File: src/rtl/wb_trace_capture.sv
// Writeback retirement trace capture: records go into a FIFO and drain as 3-word packets.
// Optional opcode filter enabled by defining TRACE_FILTER_EN (adds filt_en / filt_opcode).
module wb_trace_capture #(
    parameter int DEPTH_LOG2 = 3,
    parameter int DROP_W     = 8
) (
    input  logic                  clk,
    input  logic                  rst,
    input  logic                  e_WB,
    input  logic [31:0]           aluout_WB,
    input  logic [31:0]           lmdout_WB,
    input  logic [4:0]            opcode_WB,
    input  logic [4:0]            pc_WB,
    input  logic [3:0]            destaddr_WB,
`ifdef TRACE_FILTER_EN
    input  logic                  filt_en,
    input  logic [4:0]            filt_opcode,
`endif
    output logic [31:0]           tr_data,
    output logic                  tr_valid,
    input  logic                  tr_ready,
    output logic                  tr_first,
    output logic                  tr_last,
    output logic [DEPTH_LOG2:0]   fifo_count,
    output logic [DROP_W-1:0]     drop_cnt
);

    localparam int DEPTH = 1 << DEPTH_LOG2;
    localparam int REC_W = 95;

    typedef enum logic [1:0] {IDLE, W0, W1, W2} state_t;

    state_t                 state_q;
    logic [REC_W-1:0]       mem_q [DEPTH];
    logic [DEPTH_LOG2:0]    wr_ptr_q, rd_ptr_q;
    logic [15:0]            seq_q;
    logic                   lost_q;
    logic [DROP_W-1:0]      drop_q;
    logic [63:0]            hold_q;
    logic [31:0]            tr_data_q;
    logic                   tr_valid_q, tr_first_q, tr_last_q;

    logic [DEPTH_LOG2:0]    count_d;
    logic [REC_W-1:0]       rec_d, head_d;
    logic                   full_d, pop_d, cand_d, push_d, drop_d;

    assign count_d = wr_ptr_q - rd_ptr_q;
    assign full_d  = count_d[DEPTH_LOG2];
    assign head_d  = mem_q[rd_ptr_q[DEPTH_LOG2-1:0]];
    assign rec_d   = {seq_q, lost_q, destaddr_WB, opcode_WB, pc_WB, aluout_WB, lmdout_WB};

`ifdef TRACE_FILTER_EN
    assign cand_d = e_WB && (!filt_en || (opcode_WB == filt_opcode));
`else
    assign cand_d = e_WB;
`endif

    // A pop on the same edge frees a slot, so a full FIFO can still accept.
    assign pop_d  = (count_d != '0) && ((state_q == IDLE) || ((state_q == W2) && tr_ready));
    assign push_d = cand_d && !(full_d && !pop_d);
    assign drop_d = cand_d && full_d && !pop_d;

    always_ff @(posedge clk) begin
        if (push_d) begin
            mem_q[wr_ptr_q[DEPTH_LOG2-1:0]] <= rec_d;
        end
    end

    always_ff @(posedge clk or negedge rst) begin
        if (!rst) begin
            wr_ptr_q <= '0;
            rd_ptr_q <= '0;
            seq_q    <= '0;
            lost_q   <= 1'b0;
            drop_q   <= '0;
        end else begin
            if (push_d) wr_ptr_q <= wr_ptr_q + 1'b1;
            if (pop_d)  rd_ptr_q <= rd_ptr_q + 1'b1;
            if (e_WB)   seq_q    <= seq_q + 16'd1;
            if (push_d) begin
                lost_q <= 1'b0;
            end else if (drop_d) begin
                lost_q <= 1'b1;
            end
            if (drop_d && (drop_q != '1)) drop_q <= drop_q + 1'b1;
        end
    end

    always_ff @(posedge clk or negedge rst) begin
        if (!rst) begin
            state_q    <= IDLE;
            hold_q     <= '0;
            tr_data_q  <= '0;
            tr_valid_q <= 1'b0;
            tr_first_q <= 1'b0;
            tr_last_q  <= 1'b0;
        end else if (pop_d) begin
            state_q    <= W0;
            hold_q     <= head_d[63:0];
            tr_data_q  <= {head_d[94:79], 1'b0, head_d[78:64]};
            tr_valid_q <= 1'b1;
            tr_first_q <= 1'b1;
            tr_last_q  <= 1'b0;
        end else if (tr_ready) begin
            case (state_q)
                W0: begin
                    state_q    <= W1;
                    tr_first_q <= 1'b0;
                    tr_data_q  <= hold_q[63:32];
                end
                W1: begin
                    state_q    <= W2;
                    tr_last_q  <= 1'b1;
                    tr_data_q  <= hold_q[31:0];
                end
                W2: begin
                    state_q    <= IDLE;
                    tr_valid_q <= 1'b0;
                    tr_last_q  <= 1'b0;
                    tr_data_q  <= '0;
                end
                default: ;
            endcase
        end
    end

    assign tr_data    = tr_data_q;
    assign tr_valid   = tr_valid_q;
    assign tr_first   = tr_first_q;
    assign tr_last    = tr_last_q;
    assign fifo_count = count_d;
    assign drop_cnt   = drop_q;

endmodule
File: config.mk
export PLATFORM = sky130hd
export DESIGN_NAME = wb_trace_capture
export DESIGN_NICKNAME = d
export VERILOG_FILES = /design/src/rtl/wb_trace_capture.sv
export SDC_FILE = /design/constraint.sdc
export NUM_CORES = 1
export LEC_CHECK = 0
export ABC_AREA = 1
export BUFFER_PORTS_ARGS = -buffer_cell sky130_fd_sc_hd__buf_2
export CAP_MARGIN = 20
export CORE_MARGIN = 2
export CORE_UTILIZATION = 40
export CTS_BUF_LIST = sky130_fd_sc_hd__clkbuf_8
export DETAILED_ROUTE_END_ITERATION = 8
export GPL_TIMING_DRIVEN = 0
export HOLD_SLACK_MARGIN = 0.03
export SLEW_MARGIN = 25
export SYNTH_ARGS = -nofsm -noshare
export SYNTH_HDL_FRONTEND = slang
export SYNTH_SLANG_ARGS = --single-unit
File: constraint.sdc
create_clock -name clk -period 25.8 [get_ports clk]
set_input_delay 2.58 -clock clk [delete_from_list [all_inputs] [get_ports clk]]
set_output_delay 2.58 -clock clk [all_outputs]
set_load 0.03 [all_outputs]
Yosys cells after proc, flatten, opt, wreduce, memory -nomap -nowiden
Memory sizes are Yosys's and may differ from the RTL's.
Cells that the tools add are included.
Storage, ports and cells
  register bits after elaboration: 134
  RAM bits: 760
  input bits: 82
  output and inout bits: 47
  logic and storage cells: 62
  memories kept: 1
Operators by class
  $add $sub $neg: 5
  equal/unequal tests: 4
  mux-type cells: 19
  reduce and logical (&&, ||, !) cells: 22
Memory list
  mem_q: depth 8, bits a word 95, read ports 1, clocked after Yosys merged registers in 0, write ports 1, line 34  | logic [REC_W-1:0] mem_q [DEPTH];
Operator list (number)
  $pmux W32 S3: 1
  $mux W32: 2
  $add A16 B1 Y16 const B: 1
  $mux W1: 12
  $add A4 B1 Y4 const B: 2
  $add A8 B1 Y8 const B: 1
  $ne A8 B8 Y1 const B: 1
  $reduce_and A2 Y1: 4
  $reduce_bool A2 Y1: 4
  $reduce_bool A4 Y1: 2
  $logic_and A1 B1 Y1: 7
  $pmux W2 S3: 1
  $eq A2 B2 Y1 const B: 2
  $mux W2: 2
  $sub A4 B4 Y4: 1
  $reduce_bool A3 Y1: 1
  $eq A2 B1 Y1 const B: 1
  $logic_not A1 Y1: 2
  $logic_not A2 Y1: 1
  $pmux W1 S2: 1
  $logic_or A1 B1 Y1: 1

Logic depth before layout (Yosys ltp)
Gate-level depths: netlist of run 1.
  depth in word-level cells: 10
  gate-level depth with buffers: 16
  mapped depth without buffers: 14

Worst setup path before layout of run 1
No wires, ideal clock.
  path kind: input to register
  start point: in tr_ready
  end point: mem mem_q[3][0] (enable)
  library setup time: 0.666 ns
  arrival time: 9.718 ns
  data required time: 25.134 ns
  setup slack: 15.416 ns
  cell stages on the path: 6
  buffers on the path: 0
  cells stage by stage: nand2_1 nand2_1 a21oi_2 inv_1 nand2_1 nor3_1
Between the ends
  word-level cells in the longest chain between the ends: 9
RTL lines
  start, declared: line 21  | input logic tr_ready,
  $logic_and A1 B1 Y1: line 59  | assign pop_d = (count_d != '0) && ((state_q == IDLE) || ((state_q == W2) && tr_ready));
  $logic_or A1 B1 Y1: line 59
  $logic_and A1 B1 Y1: line 59
  $logic_not A1 Y1: line 60  | assign push_d = cand_d && !(full_d && !pop_d);
  $logic_and A1 B1 Y1: line 60
  $logic_not A1 Y1: line 60
  $logic_and A1 B1 Y1: line 60
  $mux W1: line 64  | if (push_d) begin
  $mux W1 (not written as such): line 65  | mem_q[wr_ptr_q[DEPTH_LOG2-1:0]] <= rec_d;
  end, declared: line 34
No other way between the ends.

Worst setup path in the final report of run 1
  start point: reg rd_ptr_q[2]
  end point: out fifo_count[3]
Between the ends
  word-level cells in the longest chain between the ends: 1
RTL lines
  start, declared: line 35  | logic [DEPTH_LOG2:0] wr_ptr_q, rd_ptr_q;
  start signal, assigned: line 78  | if (pop_d) rd_ptr_q <= rd_ptr_q + 1'b1;
  $sub A4 B4 Y4: line 47  | assign count_d = wr_ptr_q - rd_ptr_q;
  end, declared: line 24  | output logic [DEPTH_LOG2:0] fifo_count,
No other way between the ends.

==> metrics.md, run 1 <==
| Metric | Value |
|---|---|
| Status | finished, final reports clean |
| Reg power frac | 36.8% |
| Gpl congestion | 0.815 |
| FP Rows | 110 |
| Final setup fails | 0 |
| Placed wire-length estimate | 72200 um |
| Fraction of registers with async set or reset after synthesis | 15.0% |
| Synth unique cells | 34 |
| Routed Antenna Nets | 0 |
| CTS clk-pin slew, worst paths | 0.06 ns |
| Netlist Area Pre-Place | ~0.036 mm2 |
| Finished Cell Area | roughly 0.043 mm2 |
| Vias in the first global route | between 20000 and 25000 |
| DR vias/cell | 5.18 |
| Initial DRC Count | ~2500 |
| Area Growth Syn to Fin | 16.9% |
| Critical Path RT | roughly 23 ns |
| Final Cycle Share | 26.4% |
| Peak supply drop | 0.0684 mV |
| DR pass1 iterations | 7 |
| Worst Path Max Fanout | 10 |
| Seq/Total Area, Yosys | 71.9% |
| Final wirelength | 105000 um |
| Share of layout cells above drive strength 1 | 13.7% |
| WL per Instance | 21.7 um |
| Post-synthesis register bit count | 894 |
| Via Count | between 20000 and 30000 |
| # H-tree levels | 4 |
| Final Hold Slack | 0.469 ns |
| Setup crit start kind | register |
| YS warnings | 0 |
| FMAX | about 0.15 GHz |
| Final hold viol count | 0 |
| Hold-fix buffers, CTS | 0 |
| Ports | between 100 and 150 |
| Rel. slew slack | 35.5% |
| Most common cell in the netlist | nand2_1 |
| Mapped Cells | 3204 |
| Longest Clk Path Bufs | 3 |
| Die area | around 0.093 mm2 |
| Core area | 0.0901 mm2 |
| HP Class | reg2reg |
| Clock Power Share | 22.2% |
| Setup_tns | 0 ns |
| Net Switching | 2280 uW |
| Power per cell area | between 100 and 150 mW/mm2 |
| Die Height | 306 um |
| Area after DPL | 0.0398 mm2 |
| Syn Nets | roughly 3300 |
| Drt drc | 0 |
| Port Buf Inserts | roughly 130 |
| CTS tree | done |
| Cell taking the most area after synthesis | edfxtp_1 |
| Worst Max-Slew Pin Slew | 0.967 ns |
| Layout Nets | 3654 |
| Synth top area share | between 60% and 70% |
| Cell leakage power | 0.0169 uW |
| Root Buffer | clkbuf_8 |
| Synth area leaders | edfxtp_1 63%, dfrtp_1 9.2%, nand2_1 8.5% |
| Arrival time worst endpoint | about 4.2 ns |
| Worst Clk Skew | 0.0388 ns |
| Worst setup EP type | output port |
| Min cycle time layout | just under 7 ns |
| Setup CP Type | reg2out |
| Cts bufs inserted | between 100 and 150 |
| Worst reg-to-reg setup slack | 20.17 ns |
| Max Transition Viols Final | 0 |
| Int Power | 3060 uW |
| Starting Density | 40.4% |
| Congestion Overflow GR | 0 |
| Comb power frac | between 40% and 50% |
| GRT Util Overall | about 22% |
| Antenna violations before repair | 14 |
| Worst slack, placed | 19.90 ns |
| Largest net degree at the start of global routing | just over 80 |
| Total clock sinks | 894 |
| Number of synthesized flops with an enable pin | 760 |
| Synth top cells by count | 827 x nand2_1, 760 x edfxtp_1, 354 x nor2_1, 264 x o21ai_0, 225 x inv_1 |
| Final setup margin | 18.98 ns |
| Total power | around 5300 uW |
| Mean Syn Cell Area | 11.4 um2 |
| Postcts setup bufs | 0 |
| First-pass GRT wire length | 154000 um |
| Max_cap viols | 0 |
| Die width | 306 um |
| Switch share | 42.6% |
| Top FF cell, synth | edfxtp_1 |
| PostCTS Resize Cnt | 0 |
| Clk Latency, worst-skew pair | 0.83 ns |
| Unrepaired setup endpoints after global routing | false |
metrics by stage:
| step | util, % | std cells |
|---|---|---|
| detailed placement | 44.1 | 4585 |
| global route | 47.2 | 4858 |
| CTS | 47.2 | 4855 |
| finish | 47.2 | 4858 |
| global placement | 42.7 | 4507 |
| floorplan | - | 3204 |
worst max-delay path: stages (launching register included):
cell and delay, ns:
dfrtp_1 0.40, inv_2 0.28, clkbuf_1 0.77, clkbuf_1 0.78, ha_1 0.42, a21oi_1 0.19
nand3_1 0.17, nand2_1 0.19, buf_2 0.23
placed cells by master, fill, tap and decap left out, types with 17 or more instances in the layout:
| cell type | count |
|---|---|
| clkbuf_1 | 87 |
| clkinv_1 | 26 |
| dfrtp_1 | 134 |
| nor2_1 | 349 |
| inv_1 | 281 |
| a31oi_1 | 23 |
| o21ai_0 | 264 |
| o21ai_1 | 72 |
| edfxtp_1 | 760 |
| o211ai_1 | 78 |
| nand2_1 | 827 |
| buf_16 | 26 |
| buf_1 | 17 |
| buf_4 | 57 |
| buf_2 | 185 |
| o22ai_1 | 36 |
| nand3_1 | 173 |
| clkbuf_8 | 158 |
logic make-up after synthesis:
kind of cell             after synthesis  share of synthesized area (%)
AO/OA/AOI/OAI                        477                           7.31
XOR/XNOR                              23                          0.553
adder cells (fa/ha/maj)               13                          0.467
buffers and inverters                414                           4.71
flip-flops                           894                           71.9
AND/OR/NAND/NOR                     1383                           15.1
power by group through the flow:
stage	clock network, uW	registers, uW	logic [uW]
floorplan	0	2050	1220
global placement	0	2060	2060
detailed placement	0	1990	2180
CTS	1200	1960	2190
global route	1260	1980	2370
finish	1180	1960	2190
layer usage:
layer	up-vias	track usage, %	wire length (um)
met2	1031	35.9	49200
met4	14	7.15	2650
met1	12241	30.5	44700
met3	183	4.80	8640
met5	-	0	92
li1	11681	-	-
worst paths after layout:
kind / start / to / cells past startpoint
setup reg to reg: rd_ptr_q[2] / mem_q[1][9] / 17
max in group asynchronous: rst / tr_data[4] / 2
min in group asynchronous: rst / drop_cnt[2] / 1
hold / removal: tr_data[28] / tr_data[28] / 2
setup / recovery: rd_ptr_q[2] / fifo_count[3] / 8
hold reg to reg: tr_data[28] / tr_data[28] / 2
cell type report:
type	instances	area, um2
fillers	8099	47600
flip-flops and latches	894	26200
clock buffers	158	2170
well taps	1176	1470
multi-input cells	1896	8590
repair buffers	205	1840
plain buffers	184	851
diodes	3	7.51
inverters	230	863
clock inverters	112	608
sequential cells by signal, summed over array words and instances (netlist names):
name      flops
drop_cnt      8
hold_q       64
lost_q        1
mem_q       760
rd_ptr_q      4
seq_q        16
state_q       2
tr_data      32
tr_first      1
tr_last       1
tr_valid      1
wr_ptr_q      4
Power figures use the tool's default switching activity.
==> run 2: changes to the inputs <==
--- a/config.mk
+++ b/config.mk
@@ -5,7 +5,7 @@
 export SDC_FILE = /design/constraint.sdc
 export NUM_CORES = 1
 export LEC_CHECK = 0
-export ABC_AREA = 1
+export ABC_AREA = 0
 export BUFFER_PORTS_ARGS = -buffer_cell sky130_fd_sc_hd__buf_2
 export CAP_MARGIN = 20
 export CORE_MARGIN = 2
==> constraint.sdc (replaced) <==
create_clock -name clk -period 5.7 [get_ports clk]
set_input_delay 0.57 -clock clk [delete_from_list [all_inputs] [get_ports clk]]
set_output_delay 0.57 -clock clk [all_outputs]
set_load 0.03 [all_outputs]
==> run 2 against run 1 <==
Effect of this change: sequential cell count is the same; clock power rose to 4.4 times the previous value; synthesized cell count decreased by 46%; count of clock-buffer cells in the layout is 7 higher; sequential power rose to 4.8 times the previous value; worst hold slack got worse by 0.38 ns; global-route usage is 2.9 points lower; wire length is 19% lower.
==> metrics.md, run 2 <==
| Metric | Value |
|---|---|
| Status | finished, final reports clean |
| Final Core Density | 48.2% (+0.99 points) |
| Setup_tns | 0 ns (unchanged) |
| Port Buf Inserts | 127 (unchanged) |
| Drt drc | 0 (unchanged) |
| FP Rows | 107 (-2.7%) |
| Antenna violations before repair | 8 (-6) |
| Congestion Overflow GR | 0 (unchanged) |
| GRT Util Overall | 19.5% (-2.9 points) |
| Final hold viol count | 0 (unchanged) |
| Cell leakage power | 0.0144 uW (-15%) |
| Setup CP Type | reg2reg |
| Commonest non-fill, non-tap cells in the layout | 760 x edfxtp_1, 190 x mux4_2, 166 x clkbuf_8, 162 x buf_2, 143 x nand2_1 |
| Synth unique cells | 47 (+38%) |
| Cts bufs inserted | 145 (-2.0%) |
| Core area | 0.0853 mm2 (-5.4%) |
| Worst Clk Skew | 0.0361 ns (-0.00276 ns) |
| Final Cycle Share | 80.3% |
| DR vias/cell | 5.29 (+2.1%) |
| # H-tree levels | 4 (unchanged) |
| Die area | 0.0886 mm2 (-5.2%) |
| Vias in the first global route | 18970 (-21%) |
| Final setup fails | 0 (unchanged) |
| First-pass GRT wire length | 126000 um (-18%) |
| Cell taking the most area after synthesis | edfxtp_1 |
| Synth area leaders | edfxtp_1 66%, mux4_2 12%, dfrtp_1 9.7% |
| Post-synthesis register bit count | 894 (unchanged) |
| Clk Latency, worst-skew pair | 0.79 ns (-0.04 ns) |
| Starting Density | 40.5% (+0.047 points) |
| Arrival time worst endpoint | 5.04 ns (+0.80 ns) |
| Area after DPL | 0.0376 mm2 (-5.6%) |
| Placed cells | 3089 (-33%) |
| CTS clk-pin slew, worst paths | 0.06 ns (about the same) |
| Most common cell after layout, fill and taps aside | edfxtp_1 |
| Min cycle time layout | approximately 4.6 ns |
| Setup crit start kind | register |
| Final wirelength | 85300 um (-19%) |
| Number of synthesized flops with an enable pin | 760 (unchanged) |
| Share of layout cells above drive strength 1 | 30.3% (+17 points) |
| Area Growth Syn to Fin | 19.2% |
| HP Class | in2reg |
| YS warnings | 0 (unchanged) |
| Peak supply drop | 0.359 mV (+430%) |
| Power per cell area | 555 mW/mm2 (+340%) |
| Synth top cells by count | 760 x edfxtp_1, 190 x mux4_2, 143 x nand2_1, 134 x dfrtp_1, 74 x nor2_1 |
| WL per Instance | 24.8 um (+15%) |
| Seq/Total Area, Yosys | 75.9% (+4.0 points) |
| Synth top area share | 66.2% (+3.5 points) |
| Die Height | 298 um (-2.6%) |
| Most common cell in the netlist | edfxtp_1 |
| Die width | 298 um (-2.6%) |
| Max reg flops | 760 (unchanged) |
| Initial DRC Count | 1573 (-38%) |
| Via Count | 18153 (-28%) |
| CTS tree | done |
| Mapped Cells | 1738 (-46%) |
| Worst Max-Slew Pin Slew | 0.991 ns (+0.0243 ns) |
| Mean Syn Cell Area | 19.8 um2 (+75%) |
| Routed Antenna Nets | 0 (unchanged) |
| Total clock sinks | 894 (unchanged) |
| Fraction of registers with async set or reset after synthesis | 15.0% (unchanged) |
| Longest Clk Path Bufs | 3 (unchanged) |
| Layout Nets | 2264 (-38%) |
| Netlist Area Pre-Place | 0.0345 mm2 (-5.3%) |
| Largest net degree at the start of global routing | 76 (-8.4%) |
| Worst Path Max Fanout | 10 (unchanged) |
| Max_cap viols | 0 (unchanged) |
| PostCTS Resize Cnt | 0 (unchanged) |
| Root Buffer | clkbuf_8 |
| Top FF cell, synth | edfxtp_1 |
| Gpl congestion | 0.802 (-1.6%) |
| Unrepaired setup endpoints after global routing | false |
| Ports | 129 (unchanged) |
| Fin cells | 3434 (-29%) |
| Worst setup EP type | register |
| FMAX | roughly 0.22 GHz |
| DR pass1 iterations | 5 (-2) |
| Finished Cell Area | 0.0411 mm2 (-3.4%) |
| Max Transition Viols Final | 0 (unchanged) |
| Syn Nets | 1833 (-44%) |
| Rel. slew slack | 33.9% (-1.6 points) |
| Critical Path RT | 6.17 ns (-17.05 ns) |
| Placed wire-length estimate | 58700 um (-19%) |
## run 2: layer usage
layer  routed length (um)  GRT usage (%)  share of wire, %
met1                36300           26.5                43
met5                   53              0             0.062
met2                40300           30.6                47
met4                 1930           6.00               2.3
met3                 6700           5.62               7.9
## run 2: cell type report
class / instances / area (um2)
timing repair buffer: 284 / 2280
tap: 1144 / 1430
clock inverter: 101 / 499
clock buffer: 165 / 2270
inverter: 13 / 57.6
antenna: 2 / 5.00
sequential: 894 / 26200
buffer: 99 / 551
multi-input combinational: 732 / 7860
fill: 7137 / 44200
## run 2: timing repair
item | in CTS | in global routing
hold buffers | 77 | 0
setup buffers | 0 | 0
hold endpoints to repair | 644 | 0
setup endpoints to repair | 0 | 0
## run 2: where the power goes
group	internal [uW]	total, uW	switching, uW
logic	3360	8280	4910
clock network	2740	5230	2490
registers	8580	9330	743
total	14700	22800	8150
## run 2: stage by stage
step	hold slack, ns	setup slack, ns	power [uW]
global route	0.0581	0.933	24000
detailed placement	0.489	1.12	17700
CTS	0.0306	1.11	23000
global placement	0.483	-5.36	17500
finish	0.0862	1.12	22800
floorplan	0.274	-0.689	14600
## run 2: logic make-up after synthesis
| logic type | Yosys count | synth area share (%) |
|---|---|---|
| adders and majority gates | 13 | 0.493 |
| muxes | 289 | 15.4 |
| AOI/OAI and AO/OA | 113 | 1.98 |
| DFF | 894 | 75.9 |
| xor gates and xnor gates | 30 | 0.762 |
| and+or+nand+nor | 287 | 3.83 |
| buffers and inverters | 112 | 1.65 |
## run 2: worst paths after layout
path	start	to	slack, ns	depth (start not counted)
worst max-delay path	rd_ptr_q[2]	mem_q[2][17]	1.12	16
worst min-delay path	aluout_WB[4]	mem_q[7][36]	0.09	1
worst max register to register	rd_ptr_q[2]	mem_q[2][17]	1.12	16
worst min register to register	rd_ptr_q[3]	rd_ptr_q[3]	0.50	1
max in group asynchronous	rst	hold_q[34]	4.50	3
min in group asynchronous	rst	seq_q[15]	0.39	2
## run 2: worst max-delay path, cell delays in order, from the launching register on
cell      delay [ns]
dfrtp_1         0.35
buf_2           0.18
buf_4           0.24
buf_6           0.22
clkinv_2        0.15
clkbuf_4        0.28
ha_1            0.36
and3b_1         0.22
o21ai_2         0.19
and2_1          0.16
buf_4           0.17
o21ai_4         0.14
nor4b_4         0.58
buf_4           0.32
buf_4           0.24
buf_4           0.23
buf_4           0.22
==> run 3: changes to the inputs <==
--- a/config.mk
+++ b/config.mk
@@ -5,7 +5,7 @@
 export SDC_FILE = /design/constraint.sdc
 export NUM_CORES = 1
 export LEC_CHECK = 0
-export ABC_AREA = 0
+export ABC_AREA = 1
 export BUFFER_PORTS_ARGS = -buffer_cell sky130_fd_sc_hd__buf_2
 export CAP_MARGIN = 20
 export CORE_MARGIN = 2
==> constraint.sdc (replaced) <==
create_clock -name clk -period 4.8 [get_ports clk]
set_input_delay 0.48 -clock clk [delete_from_list [all_inputs] [get_ports clk]]
set_output_delay 0.48 -clock clk [all_outputs]
set_load 0.03 [all_outputs]
==> run 3 against run 2 <==
Effect of this change: clock power is 20% higher; sequential power grew 13%; worst hold slack is essentially flat; critical endpoint is now mem_q[5][12].
==> metrics.md, run 3 (synthesized netlist as in run 1, its figures left out) <==
| Metric | Value |
|---|---|
| Status | finished, final reports clean |
| PostCTS Resize Cnt | 0 (unchanged) |
| Longest Clk Path Bufs | 3 (unchanged) |
| Final setup margin | 0.357 ns (-0.767 ns) |
| Worst Path Max Fanout | 16 (+6) |
| CP Cell Sequence | inv_2 -> clkbuf_2 -> ha_1 -> a21oi_1 -> nand2_1 -> nand2_1 -> a21oi_2 -> inv_1 -> nand2_2 -> nor3_4 -> buf_8 -> buf_8 -> buf_6 -> buf_6 -> buf_6 |
| Most Frequent Cell on Critical Path | buf_6 |
| Core area | 0.0901 mm2 (+5.7%) |
| Die Height | 306 um (+2.7%) |
| Final hold viol count | 0 (unchanged) |
| Number of fillers in the final layout | 7966 (+12%) |
| WL per Instance | 21.1 um (-15%) |
| Placed wire-length estimate | 70600 um (+20%) |
| HP Class | in2reg |
| Power per cell area | 661 mW/mm2 (+19%) |
| Final setup fails | 0 (unchanged) |
| Setup crit start kind | register |
| Vias in the first global route | 24044 (+27%) |
| Arrival time worst endpoint | 4.95 ns (-0.09 ns) |
| Unrepaired setup endpoints after global routing | false |
| Routed Antenna Nets | 0 (unchanged) |
| Critical Path RT | 5.30 ns (-0.87 ns) |
| Total clock sinks | 894 (unchanged) |
| Max reg flops | 760 (unchanged) |
| Peak supply drop | 0.401 mV (+12%) |
| Port Buf Inserts | 127 (unchanged) |
| Buffers and inverters on the worst path | 8 (-2) |
| Layout Nets | 3710 (+64%) |
| CP max-delay cell | clkbuf_2 |
| Worst setup EP type | register |
| CTS tree | done |
| Congestion Overflow GR | 0 (unchanged) |
| Multi-input gate area | 0.00861 mm2 (+9.6%) |
| Cts bufs inserted | 146 (+0.69%) |
| Ports | 129 (unchanged) |
| Final Core Density | 47.9% (-0.28 points) |
| Final Hold Slack | 0.0858 ns (-0.000422 ns) |
| Worst Clk Skew | 0.0502 ns (+0.0141 ns) |
| Max_cap viols | 0 (unchanged) |
| Setup CP Type | reg2reg |
| Commonest non-fill, non-tap cells in the layout | 826 x nand2_1, 760 x edfxtp_1, 349 x nor2_1, 274 x inv_1, 264 x o21ai_0 |
| GRT Util Overall | 22.1% (+2.6 points) |
| Antenna violations before repair | 9 (+1) |
| DR vias/cell | 5.11 (-3.3%) |
| Clk Latency, worst-skew pair | 0.84 ns (+0.05 ns) |
| Min cycle time layout | 4.44 ns (-0.133 ns) |
| First-pass GRT wire length | 153000 um (+21%) |
| Cell leakage power | 0.0171 uW (+18%) |
| # H-tree levels | 4 (unchanged) |
| Largest net degree at the start of global routing | 78 (+2.6%) |
| Via Count | 25120 (+38%) |
| Area Growth Syn to Fin | 18.7% |
| Initial DRC Count | 2520 (+60%) |
| Share of layout cells above drive strength 1 | 12.6% (-18 points) |
| Starting Density | 40.4% (-0.047 points) |
| FF/Latch Area | 0.0262 mm2 (unchanged) |
| DR pass1 iterations | 5 (unchanged) |
| Max Transition Viols Final | 0 (unchanged) |
| Final Cycle Share | 92.6% (+12 points) |
| Rel. slew slack | 34.2% (+0.33 points) |
| Top delay family on crit path | buffers and inverters |
| Die width | 306 um (+2.7%) |
| Crit-path max cell delay | 0.55 ns (-0.03 ns) |
| CTS clk-pin slew, worst paths | 0.06 ns (about the same) |
| Final wirelength | 104000 um (+22%) |
| Root Buffer | clkbuf_8 |
| Worst Max-Slew Pin Slew | 0.987 ns (-0.00495 ns) |
| FP Rows | 110 (+2.8%) |
| Most common cell after layout, fill and taps aside | nand2_1 |
| FMAX | 0.225 GHz (+3.0%) |
| Die area | 0.0935 mm2 (+5.5%) |
| Drt drc | 0 (unchanged) |
| Worst slack, placed | -0.112 ns (-1.23 ns) |
| Gpl congestion | 0.839 (+4.6%) |
## run 3: tightest hold or removal path: stages
cell and delay [ns]:
buf_2 0.19, nand3_1 0.11, nand2_1 0.04, nand2_1 0.04
## run 3: worst paths after layout
path                       depth (start not counted)           end  slack [ns]   startpoint
max                                               15  mem_q[5][12]        0.36  rd_ptr_q[2]
min                                                4   drop_cnt[7]        0.09         e_WB
max reg2reg                                       15  mem_q[5][12]        0.36  rd_ptr_q[2]
min reg2reg                                        2   tr_data[17]        0.47  tr_data[17]
max in group asynchronous                          3    hold_q[14]        3.78          rst
min in group asynchronous                          2   drop_cnt[1]        0.17          rst
## run 3: metal layers
layer	up-vias	share of wire, %	track usage, %
met5	-	0.040	0
met4	6	2.3	6.83
met3	153	8.6	4.82
met2	1065	46	35.0
met1	12109	43	30.6
li1	11787	-	-
## run 3: power by group
part	switching (uW)	internal [uW]	total, uW	leakage, uW
clock	3080	3200	6280	0.00156
combinational	8490	3230	11700	0.00701
sequential	513	10000	10500	0.00850
total	12100	16500	28500	0.0171
## run 3: per-stage QoR
stage	setup TNS, ns	power [uW]	instance area (um2)	instances
floorplan	-54.25	17500	36500	3204
global placement	-2569.98	21900	38600	4507
detailed placement	-7.25	22300	39700	4562
CTS	0	28700	43200	4908
global route	0	30200	43200	4911
finish	0	28500	43200	4913
## run 3: final cells by class
cell class,count,share of cell area (%)
clock inverters,115,1.52
inverters,230,2.00
diodes,5,0.0290
flip-flops and latches,894,60.6
plain buffers,183,1.96
well taps,1176,3.40
repair buffers,264,5.82
multi-input cells,1896,19.9
clock buffers,150,4.78
## run 3: repair_timing
item,in CTS,in global routing
hold endpoints to repair,683,0
endpoints found under the setup margin,71,0
setup buffers,2,0
hold buffers,80,0
